--- config.mk ---
export PLATFORM = sky130hd
export DESIGN_NAME = fetch_stage
export DESIGN_NICKNAME = d
export VERILOG_FILES = /design/src/rtl/fetch_stage.sv
export SDC_FILE = /design/constraint.sdc
export NUM_CORES = 1
export LEC_CHECK = 0
export CAP_MARGIN = 0
export CORE_MARGIN = 4
export CORE_UTILIZATION = 40
export CTS_BUF_LIST = sky130_fd_sc_hd__clkbuf_8
export DETAILED_ROUTE_END_ITERATION = 8
export PLACE_DENSITY = 0.71
export SLEW_MARGIN = 20
export SYNTH_ARGS = -nofsm -noshare
export SYNTH_HDL_FRONTEND = slang
export SYNTH_SLANG_ARGS = --single-unit
--- constraint.sdc ---
create_clock -name clk -period 5.9 [get_ports clk]
set_clock_uncertainty 0.15 [all_clocks]
set_input_delay 0.885 -clock clk [delete_from_list [all_inputs] [get_ports clk]]
set_output_delay 0.885 -clock clk [all_outputs]
set_load 0.01 [all_outputs]
--- src/rtl/fetch_stage.sv ---
// Fetch stage: PC register plus IF/ID pipeline register; instr_d follows imem_addr by one clock.
// No handshake: stall_f/stall_d hold state, flush_d inserts a NOP bubble, pc_src_e redirects the PC.
module fetch_stage #(
  parameter logic [31:0] RESET_PC = 32'h0000_0000
) (
  input  logic        clk,
  input  logic        rst,
  input  logic        stall_f,
  input  logic        stall_d,
  input  logic        flush_d,
  input  logic        pc_src_e,
  input  logic [31:0] pc_target_e,
  output logic [31:0] imem_addr,
  input  logic [31:0] imem_rdata,
  output logic [31:0] instr_d,
  output logic [31:0] pc_d,
  output logic [31:0] pc_plus4_d,
  output logic        valid_d,
  output logic [31:0] fetch_count
);

  localparam logic [31:0] NOP = 32'h0000_0013;

  logic [31:0] pc;
  logic [31:0] pc_plus4;
  logic [31:0] pc_next;

  assign pc_plus4  = pc + 32'd4;
  assign imem_addr = pc;

  // A redirect wins over a front-end stall; the target is forced word-aligned.
  always_comb begin
    pc_next = pc_plus4;
    if (pc_src_e)
      pc_next = {pc_target_e[31:2], 2'b00};
    else if (stall_f)
      pc_next = pc;
  end

  always_ff @(posedge clk) begin
    if (!rst) begin
      pc          <= RESET_PC;
      instr_d     <= NOP;
      pc_d        <= 32'd0;
      pc_plus4_d  <= 32'd0;
      valid_d     <= 1'b0;
      fetch_count <= 32'd0;
    end else begin
      pc <= pc_next;
      if (flush_d) begin
        instr_d    <= NOP;
        pc_d       <= 32'd0;
        pc_plus4_d <= 32'd0;
        valid_d    <= 1'b0;
      end else if (!stall_d) begin
        // The old PC is captured even if stall_f holds it, so a duplicate fetch is counted.
        instr_d     <= imem_rdata;
        pc_d        <= pc;
        pc_plus4_d  <= pc_plus4;
        valid_d     <= 1'b1;
        fetch_count <= fetch_count + 32'd1;
      end
    end
  end

endmodule

## Word-level counts from Yosys, hierarchy flattened

Cells that the tools add are included.

- Bits in registers: 161
- Input port bits: 70
- Output and inout port bits: 161
- Logic and storage cells: 18

- Add/sub/neg operators: 2
- Equal/unequal tests: 1
- Mux-type cells: 2
- Bitwise logic cells: 3
- Reductions and logical operators: 3

Operators with widths:

| kind | count |
|---|---|
| $mux 32 | 2 |
| $add 32x1->32 const B | 1 |
| $add 32x3->32 const B | 1 |
| $reduce_or 2->1 | 2 |
| $not 1->1 | 3 |
| $ne 2x1->1 const B | 1 |
| $reduce_and 2->1 | 1 |

## Logic depth before layout (Yosys ltp)

- Depth in word-level cells: 3
- Mapped depth: 7

## Worst setup path after synthesis

No wires, ideal clock.

- Path type: input -> register
- Start: input stall_d
- End: register fetch_count[25]
- Data arrival time: 2557 ps
- Required time: 5615 ps
- Slack: 3058 ps
- Stages: 7
- Cells stage by stage: or3b_1 -> clkbuf_1 -> or4_1 -> clkbuf_1 -> buf_2 -> o311ai_0 -> o41ai_1

- Word-level cells in the longest chain between the ends: 2

Ends and longest elaborated chain:

| item | RTL line | RTL |
|---|---|---|
| start: declaration | 9 | `input logic stall_d,` |
| $not 1->1 (no line) | - |  |
| $reduce_and 2->1 (no line) | - |  |
| end signal: assignment | 61 | `fetch_count <= fetch_count + 32'd1;` |
| end: declaration | 19 | `output logic [31:0] fetch_count` |

Every way passes these cells.
A chain may end at the register's enable or synchronous reset.

## Worst setup path in the final report

- Start: input pc_src_e
- End: register pc[28] (netlist: imem_addr[28])

- Word-level cells in the longest chain between the ends: 1
- Elaborated cells on any way between the ends: 2
- Those cells by class: eq/ne (1); mux (1)

Ends and longest elaborated chain:

| item | RTL line | RTL |
|---|---|---|
| start: declaration | 11 | `input logic pc_src_e,` |
| $ne 2x1->1 (no line) or $mux 32 (tied branches) | - |  |
| end signal: assignment | 49 | `pc <= pc_next;` |
| end: declaration | 24 | `logic [31:0] pc;` |

Parallel ways exist; a longest one is shown, timed or not.

==> run metrics <==
worst relative slew slack=31.29%; CTS clk-pin slew, worst paths=0.09 ns; TritonCTS clock tree=done; leakage power=3.304 nW; Worst Path Max Fanout=21; largest net degree at the start of global routing=62; ant diodes=0; vias after detailed routing=6,621; Metal-1 WL=9.697 mm; die area=0.01960 mm^2; highest metal used=met4; pre-CTS setup slack=2.225 ns; clock sink count=155; share of cells above drive strength 1=4.810%; top cells by area, synth=dfxtp_1 45%, mux2i_1 9.5%, nor2_1 5.0%; Setup TNS=0 ns; routed wire length=21.47 mm; WL/cell=17.55 um; setup repair bufs after CTS=0; synthesized area=0.006970 mm^2; Placer Congestion=0.8489; met3 routed WL=1.191 mm; CTS root buf=clkbuf_8; most frequent cell after synthesis=dfxtp_1; Seq/Total Area, Yosys=44.52%; Final Hold Vio Count=0; CP endpoint kind=register; Initial Util=40.58%; vias in the first global route=6,182; Tmin final=3.236 ns; fin crit share=54.85%; FFs w/ async S/R, synth=0%; DR pass1 iterations=5; Post-synth EDFFs=0; core area=0.01718 mm^2; DP HPWL=14.99 mm; crit path DAT=3.43 ns; Skew-Pair Late Insertion Delay=0.46 ns; I/O Buffers=222; post-route insts no fill=1,223; post-synth cell types=46; worst vdd rail ir drop=153.7 uV; met2 wire len=10.05 mm; detailed router's first-iteration violation count=363; Syn-to-layout area delta=38.88%; Mapped Cells=807; Die Height=140.0 um; FF/Latch Area=0.003103 mm^2; GR Overflow Total=0; routed vias/inst=5.414; Max Freq=0.3090 GHz; TritonCTS Buffers=17; synthesized flop and latch total=155; largest area contributor in the netlist=dfxtp_1; Top Ports=231; Final Max Tran Viols=0; synth cell count leaders=155 x dfxtp_1, 93 x nor2_1, 66 x mux2i_1, 65 x o21ai_0, 57 x clkbuf_1; final net count=1,057; DRT antenna net count=0; total chip power=2.295 mW; multi-input logic area=0.003532 mm^2; # H-tree levels=4; Resized Gates After CTS=0; CP Class=in2reg; # hold bufs at CTS=0; Hold WS=0.3139 ns; clk buf depth=2; Final WS setup=2.664 ns; gr usage total=21.56%; Max Cap Violations=0; first-pass GRT wire length=34.36 mm; Startpoint Class=primary input; synthesized area per cell=8.637 um^2; Synth top area share=44.52%; HP Class=reg2reg; antenna violations before repair=0; Residual DRC=0; Worst Tran Pin Value=1.031 ns; PwrDens=237.1 mW/mm^2; die span in x=140.0 um; RSZ-0062 raised after global routing=false; # placed instances=1,191; outcome=finished clean; final setup fails=0; Warnings, synthesis=0; reg-to-reg slack, setup=3.12 ns; fill count=1,592; Main synth FF type=dfxtp_1; row count=48; Worst Path Required=6.09 ns
per-stage QoR:
step	area, um^2	util [%]
2_1_floorplan	6989	-
3_3_place_gp	9241	53.80
3_5_place_dp	9241	53.80
4_1_cts	9681	56.36
5_1_grt	9681	56.36
6_report	9681	56.36
placed cells by master, fill, tap and decap left out, types with 3 or more instances in the layout:
cell type,count
clkdlybuf4s50_1,221
dfxtp_1,155
nor2_1,93
mux2i_1,66
o21ai_0,65
nand2_1,43
a21oi_1,36
or4_1,30
or3_1,27
xnor2_1,27
a31oi_1,26
nand4_1,21
o31ai_1,20
nand3_1,18
clkbuf_8,18
nor3_1,12
nor4_1,10
inv_1,9
buf_4,9
nand2b_1,7
a211oi_1,7
and4_1,6
xor2_1,6
and3_1,6
conb_1,6
nor2b_1,5
o311ai_0,4
a311oi_1,4
bufinv_16,4
clkinv_2,4
o41ai_1,3
or2_2,3
o211ai_1,3
clkinv_4,3
where the power goes:
group / internal (mW) / total, mW / switching (mW)
combinational: 0.147 / 0.272 / 0.124
sequential: 1.08 / 1.13 / 0.0487
clock: 0.474 / 0.895 / 0.422
total: 1.70 / 2.30 / 0.594
area by class of cell:
| class | instances | area share, % |
|---|---|---|
| Timing Repair Buffer | 230 | 23.55 |
| Sequential cell | 155 | 32.05 |
| Clock inverter | 14 | 1.978 |
| Multi-Input combinational cell | 569 | 36.49 |
| Inverter | 12 | 0.4653 |
| Clock buffer | 18 | 2.559 |
| Tap cell | 225 | 2.908 |
cells by family after synthesis:
logic type	count (synthesis)	synth area share [%]
AND/OR/NAND/NOR	290	21.65
flip-flops	155	44.52
other	1	0.05380
XOR/XNOR	33	4.147
buffers and inverters	88	5.116
AO/OA/AOI/OAI	172	14.68
adder cells (fa/ha/maj)	2	0.3589
multiplexers	66	9.478
critical path, stage by stage:
cell,delay [ns]
clkdlybuf4s50_1,1.02
clkinv_1,0.69
a41o_1,0.38
or3b_2,0.45
layer usage:
layer	GRT usage [%]	up-vias
met5	0	-
met4	8.108	0
met3	4.814	30
met2	34.14	207
met1	28.85	3105
li1	-	3279
registers in the layout, summed over array words and instances (netlist names):
signal	count
fetch_count	32
imem_addr	30
instr_d	32
pc_d	30
pc_plus4_d	30
valid_d	1
worst paths after layout:
path | start | end | depth (start not counted)
worst max register to register | imem_addr[4]$_SDFFE_PN0P_ | imem_addr[25]$_SDFFE_PN0P_ | 4
worst max-delay path | pc_src_e | imem_addr[28]$_SDFFE_PN0P_ | 4
worst min-delay path | valid_d$_SDFFE_PP0N_ | valid_d$_SDFFE_PP0N_ | 1
worst min register to register | valid_d$_SDFFE_PP0N_ | valid_d$_SDFFE_PP0N_ | 1
(Power assumes the default switching activity.)
